--- config.mk ---
export PLATFORM = sky130hd
export DESIGN_NAME = load_store_unit
export DESIGN_NICKNAME = d
export VERILOG_FILES = /design/src/rtl/load_store_unit_pkg.sv /design/src/rtl/lsu_align.sv /design/src/rtl/load_store_unit.sv
export SDC_FILE = /design/constraint.sdc
export NUM_CORES = 1
export LEC_CHECK = 0
export CAP_MARGIN = 20
export CORE_UTILIZATION = 35
export CTS_BUF_LIST = sky130_fd_sc_hd__clkbuf_8
export DETAILED_ROUTE_END_ITERATION = 8
export DONT_BUFFER_PORTS = 1
export PLACE_DENSITY = 0.47
export SYNTH_ARGS = -nofsm -noshare
export SYNTH_HDL_FRONTEND = slang
export SYNTH_SLANG_ARGS = --single-unit
--- constraint.sdc ---
create_clock -name clk -period 3 [get_ports clk]
set_input_delay 0.45 -clock clk [delete_from_list [all_inputs] [get_ports clk]]
set_output_delay 0.45 -clock clk [all_outputs]
set_load 0.05 [all_outputs]
--- src/rtl/load_store_unit_pkg.sv ---
// Shared definitions for the load/store unit: FSM states, access-size codes and the
// misalignment test used when LSU_MISALIGN_TRAP_EN is defined.
package load_store_unit_pkg;

  typedef enum logic [1:0] {
    ST_IDLE = 2'b00,
    ST_BUSY = 2'b01,
    ST_DONE = 2'b10
  } lsu_state_e;

  // Funct3[1:0] gives the access size; 1x (010/011/110/111) is a word.
  localparam logic [1:0] SZ_BYTE = 2'b00;
  localparam logic [1:0] SZ_HALF = 2'b01;

  function automatic logic is_misaligned(input logic [2:0] f3, input logic [1:0] lo);
    case (f3[1:0])
      SZ_BYTE: return 1'b0;
      SZ_HALF: return lo[0];
      default: return |lo;
    endcase
  endfunction

endpackage

--- src/rtl/lsu_align.sv ---
// Combinational lane logic: store byte enables and data replication, load lane
// extraction with sign/zero extension (Funct3[2] set = unsigned).
module lsu_align
  import load_store_unit_pkg::*;
(
  input  logic [2:0]  i_funct3,
  input  logic [1:0]  i_addr_lo,
  input  logic [31:0] i_wdata,
  input  logic [31:0] i_rdata,
  output logic [3:0]  o_be,
  output logic [31:0] o_wdata,
  output logic [31:0] o_rdata
);

  logic [7:0]  w_byte;
  logic [15:0] w_half;
  logic        w_unsigned;

  assign w_unsigned = i_funct3[2];
  assign w_half     = i_addr_lo[1] ? i_rdata[31:16] : i_rdata[15:0];

  always_comb begin
    w_byte = i_rdata[7:0];
    case (i_addr_lo)
      2'd1:    w_byte = i_rdata[15:8];
      2'd2:    w_byte = i_rdata[23:16];
      2'd3:    w_byte = i_rdata[31:24];
      default: w_byte = i_rdata[7:0];
    endcase
  end

  always_comb begin
    o_be    = 4'b1111;
    o_wdata = i_wdata;
    o_rdata = i_rdata;
    case (i_funct3[1:0])
      SZ_BYTE: begin
        o_be    = 4'b0001 << i_addr_lo;
        o_wdata = {4{i_wdata[7:0]}};
        o_rdata = {{24{w_byte[7] & ~w_unsigned}}, w_byte};
      end
      SZ_HALF: begin
        o_be    = i_addr_lo[1] ? 4'b1100 : 4'b0011;
        o_wdata = {2{i_wdata[15:0]}};
        o_rdata = {{16{w_half[15] & ~w_unsigned}}, w_half};
      end
      default: begin
        o_be    = 4'b1111;
        o_wdata = i_wdata;
        o_rdata = i_rdata;
      end
    endcase
  end

endmodule

--- src/rtl/load_store_unit.sv ---
// Data-memory access engine: req/ready bus FSM with timeout and core stall.
// Define LSU_MISALIGN_TRAP_EN to trap misaligned accesses instead of forcing alignment.
module load_store_unit
  import load_store_unit_pkg::*;
#(
  parameter int TIMEOUT_CYCLES = 255
) (
  input  logic        clk,
  input  logic        reset_n,
  input  logic        MemRead,
  input  logic        MemWrite,
  input  logic [2:0]  Funct3,
  input  logic [31:0] ALUResult,
  input  logic [31:0] WriteData,
  output logic        Stall,
  output logic [31:0] ReadData,
  output logic        BusErr,
  output logic        MisalignErr,
  output logic        mem_req,
  output logic        mem_we,
  output logic [31:0] mem_addr,
  output logic [31:0] mem_wdata,
  output logic [3:0]  mem_be,
  input  logic [31:0] mem_rdata,
  input  logic        mem_ready
);

  localparam int CW = (TIMEOUT_CYCLES > 1) ? $clog2(TIMEOUT_CYCLES) : 1;
  localparam logic [CW-1:0] TO_LOAD = (TIMEOUT_CYCLES > 0) ? CW'(TIMEOUT_CYCLES - 1) : '0;

  lsu_state_e  r_state, w_next;
  logic [31:0] r_addr, r_wdata, r_rdata;
  logic [2:0]  r_f3;
  logic [3:0]  r_be;
  logic        r_store, r_bus_err, r_mis_err;
  logic [CW-1:0] r_cnt;

  logic        w_req, w_mis, w_timeout;
  logic [2:0]  w_f3;
  logic [1:0]  w_lo;
  logic [3:0]  w_be;
  logic [31:0] w_wdata_rep, w_rdata_ext;

  assign w_req     = MemRead | MemWrite;
  assign w_timeout = (TIMEOUT_CYCLES != 0) && (r_cnt == '0);

`ifdef LSU_MISALIGN_TRAP_EN
  assign w_mis = is_misaligned(Funct3, ALUResult[1:0]);
`else
  assign w_mis = 1'b0;
`endif

  // Store lanes come from the live request in IDLE; load lanes from the latched access.
  assign w_f3 = (r_state == ST_IDLE) ? Funct3 : r_f3;
  assign w_lo = (r_state == ST_IDLE) ? ALUResult[1:0] : r_addr[1:0];

  lsu_align u_align (
    .i_funct3  (w_f3),
    .i_addr_lo (w_lo),
    .i_wdata   (WriteData),
    .i_rdata   (mem_rdata),
    .o_be      (w_be),
    .o_wdata   (w_wdata_rep),
    .o_rdata   (w_rdata_ext)
  );

  always_ff @(posedge clk or negedge reset_n) begin
    if (!reset_n) r_state <= ST_IDLE;
    else          r_state <= w_next;
  end

  always_comb begin
    w_next  = r_state;
    Stall   = w_req && (r_state != ST_DONE);
    mem_req = (r_state == ST_BUSY);
    case (r_state)
      ST_IDLE: if (w_req) w_next = w_mis ? ST_DONE : ST_BUSY;
      ST_BUSY: if (mem_ready || w_timeout) w_next = ST_DONE;
      ST_DONE: w_next = ST_IDLE;
      default: w_next = ST_IDLE;
    endcase
  end

  always_ff @(posedge clk or negedge reset_n) begin
    if (!reset_n) begin
      r_addr    <= '0;
      r_wdata   <= '0;
      r_rdata   <= '0;
      r_f3      <= '0;
      r_be      <= '0;
      r_store   <= 1'b0;
      r_bus_err <= 1'b0;
      r_mis_err <= 1'b0;
      r_cnt     <= '0;
    end else begin
      r_bus_err <= 1'b0;
      r_mis_err <= 1'b0;
      case (r_state)
        ST_IDLE: begin
          if (w_req) begin
            if (w_mis) begin
              r_rdata   <= '0;
              r_mis_err <= 1'b1;
            end else begin
              r_addr  <= ALUResult;
              r_f3    <= Funct3;
              r_store <= MemWrite;
              r_be    <= w_be;
              r_wdata <= w_wdata_rep;
              r_cnt   <= TO_LOAD;
            end
          end
        end
        ST_BUSY: begin
          if (mem_ready) begin
            if (!r_store) r_rdata <= w_rdata_ext;
          end else if (w_timeout) begin
            r_rdata   <= '0;
            r_bus_err <= 1'b1;
          end else begin
            r_cnt <= r_cnt - 1'b1;
          end
        end
        default: ;
      endcase
    end
  end

  assign ReadData    = r_rdata;
  assign BusErr      = r_bus_err;
  assign MisalignErr = r_mis_err;
  assign mem_we      = r_store && (r_state == ST_BUSY);
  assign mem_addr    = {r_addr[31:2], 2'b00};
  assign mem_wdata   = r_wdata;
  assign mem_be      = r_be;

endmodule

==> flow_metrics.py <==
metrics = {
    "layout": {
        "fillers": 1542,
        "areaGrowthSynthToFinish_pct": 6.127,
        "antennaDiodeCount": 0,
        "final_layout_size_suffix_gt1_share_pct": 11.27,
        "nets": 652,
    },
    "timing": {
        "setup_violations": 0,
        "period_share_pct": 88.11,
        "maxSlewHeadroom_pct": 27.97,
        "tns_ns": 0,
        "hold-worst-slack_ns": -0.2948,
        "fmax_mhz": 378.3,
        "worst_pin_slew_ns": 1.064,
        "skew_ns": 0.01166,
        "rsz0062_at_grt": "no",
        "hold_violations": 115,
        "period_needed_ns": 2.643,
        "report.final.slew_viol_count": 0,
    },
    "pwr": {
        "ir_worst_vdd_mv": 0.5701,
        "clkPwrFrac_pct": 15.9,
        "p_leak_nw": 2.633,
        "seqPwrFrac_pct": 57.3,
        "swShare_pct": 55.96,
        "pwr-share-comb_pct": 26.8,
        "p_switching_mw": 4.827,
        "finalPower_mw": 8.626,
        "power.density_nw_per_um2": 1485,
        "internal-power_mw": 3.799,
    },
    "detailed_routing": {
        "routed_via_density": 5.268,
        "first_iter_violations": 212,
        "wl_um": 14560,
        "vias": 4056,
        "firstDrtPassIters": 4,
        "drc": 0,
        "ant_nets": 0,
        "wl_per_cell_um": 18.91,
    },
    "setup_path": {
        "crit_slowest_cell": "and2_1",
        "reg2reg_setup_slack_ns": 0.51,
        "start_kind": "flop",
        "path_cells": "nand2b_1 > inv_1 > and2_1",
        "path_class": "flop to output pin",
        "crit_required_ns": 2.55,
        "end_kind": "output pin",
        "r2r_cells": 6,
        "max_stage_delay_ns": 0.53,
        "critPathBufInv": 1,
        "cp_max_fo": 9,
        "crit_family": "simple AND/OR/NAND/NOR gates",
        "r2r_end": "ReadData[3]",
        "r2r_start": "r_state[0]",
        "critical_path.startpoint": "r_state[1]",
        "worstPathArrival_ns": 2.19,
    },
    "clock_network": {
        "cts.sinks": 115,
        "cts_root_buffer": "clkbuf_8",
        "numCtsBuffers": 17,
        "cts_tree": "built",
        "cts_setup_buffers": 0,
        "h-tree-depth": 4,
        "clk_pin_slew_ns": 0.07,
        "insertion_delay_ns": 0.44,
        "cts_buffer_depth": 2,
        "post_cts_resized": 0,
    },
    "synth": {
        "ys_async_sr_fraction_pct": 100.0,
        "ys_types": 55,
        "netlist_area_um2": 5473,
        "yosysWarnings": 0,
        "ys.flop_type": "dfrtp_1",
        "syn_inst": 583,
        "synth_seq_cells": 115,
        "netlist.area_leader.share_pct": 52.58,
        "syn_avg_cell_area_um2": 9.387,
        "synth_edf_count": 0,
        "ys_seq_area_share_pct": 52.58,
        "synthTopCellsByArea": "dfrtp_1 53%, nand2_1 12%, buf_4 4.7%",
        "yosysTopAreaCell": "dfrtp_1",
    },
    "job": {
        "cap_violations": 0,
    },
    "grt": {
        "grt_pass1_wl_um": 22630,
        "grt_overflow_total": 0,
        "antenna_found_initial": 0,
        "grt_use_total_pct": 18.58,
        "grt_max_degree": 116,
        "grt_pass1_vias": 4047,
    },
    "die": {
        "die_area_um2": 16140,
        "row_count": 45,
        "initial_utilization_pct": 35.87,
        "ioPinCount": 209,
        "die_y_um": 127.0,
        "die_x_um": 127.0,
        "core_region_area_um2": 15260,
    },
    "outcome": {
        "status": "finished with violations",
        "violations": "negative hold slack",
    },
    "place": {
        "gp_congestion": 0.8144,
        "place_hpwl_um": 10320,
        "port_buffers": 0,
    },
    "min_path": {
        "hp-class": "input port to asynchronous set/reset pin",
    },
}
-- cells in the final DEF, fill, tap and decap left out, drive strengths merged, types with 3 or more instances in the layout --
cell / count
nor4: 3
dfrtp: 115
o22ai: 7
clkinv: 6
conb: 3
nand3: 5
a31oi: 11
mux2i: 6
nor2: 22
a21o: 7
clkinvlp: 3
nor2b: 8
nor3b: 4
a221oi: 15
nor3: 3
nand2: 175
a221o: 16
inv: 7
buf: 10
a21oi: 24
clkbuf: 21
o21ai: 50
mux2: 9
-- logic make-up after synthesis --
logic type               synth area share, %
AND/OR/NAND/NOR                        18.45
other                                0.06852
flip-flops                             52.58
adder cells (fa/ha/maj)               0.2286
XOR/XNOR                              0.1601
buffers and inverters                  8.162
AO/OA/AOI/OAI                          17.40
multiplexers                           2.949
-- stage by stage --
step           instances  hold WS, ns  utilization [%]  setup slack, ns  cell area, µm²
5_1_grt              770      -0.3316            38.06           0.2177            5808
3_3_place_gp         739       0.1597            35.63           0.5956            5436
3_5_place_dp         739       0.1601            35.63           0.5298            5436
2_1_floorplan        585       0.1544                -           0.9151            5480
4_1_cts              770      -0.3342            38.06           0.3117            5808
6_report             770      -0.2948            38.06           0.3566            5808
-- power groups by stage --
stage	Sequential [mW]	Combinational, mW	Clock (mW)
finish	4.94	2.31	1.37
global route	5.03	2.63	1.47
CTS	4.96	2.34	1.41
detailed placement	4.98	2.34	0
global placement	4.99	2.27	0
floorplan	4.04	2.89	0
-- final cells by class --
cell class | count | area, µm² | area share, %
Clock buffer | 21 | 289.0 | 4.976
Clock inverter | 10 | 82.58 | 1.422
Inverter | 7 | 26.28 | 0.4524
Multi-Input combinational cell | 396 | 2181 | 37.55
Sequential cell | 115 | 2878 | 49.55
Tap cell | 211 | 264.0 | 4.545
Timing Repair Buffer | 10 | 87.58 | 1.508
-- synthesized netlist by cell type (2+ instances only) --
cell type and n:
nand2_1 175, dfrtp_1 115, o21ai_0 42, buf_4 34
a21oi_1 23, clkbuf_1 22, nor2_1 21, a221o_1 16
a221oi_1 15, a31oi_1 10, mux2_2 9, nor2b_1 8
o21ai_1 8, a21o_1 7, inv_1 7, o22ai_1 7
mux2i_1 6, buf_6 5, nand3_1 5, buf_1 3
buf_2 3, nor3_1 3, a22o_1 2, and2_1 2
and3_1 2, nand3b_1 2, nor3b_2 2, nor4_1 2
-- routing by layer --
layer / GRT usage [%] / up-vias / routed length, µm
met4: 9.104 / 0 / 391
met3: 8.375 / 24 / 1335
met5: 0 / - / 0
met2: 27.99 / 173 / 6622
met1: 22.58 / 1949 / 6211
li1: - / 1910 / -
-- worst max path at each step --
stage	end	slack, ns	cells after the start
2_1_floorplan	ReadData[10]	0.92	8
3_3_place_gp	ReadData[1]	0.60	6
3_5_place_dp	ReadData[7]	0.53	6
4_1_cts	mem_we	0.31	3
5_1_grt	mem_we	0.22	3
6_report	mem_we	0.36	3
-- flip-flops by register name (all words and copies together) (netlist names) --
register   cells
ReadData      32
r_state        2
mem_wdata     32
r_store        1
r_addr        32
mem_be         4
r_cnt          8
r_f3           3
BusErr         1
(Power assumes the default switching activity.)
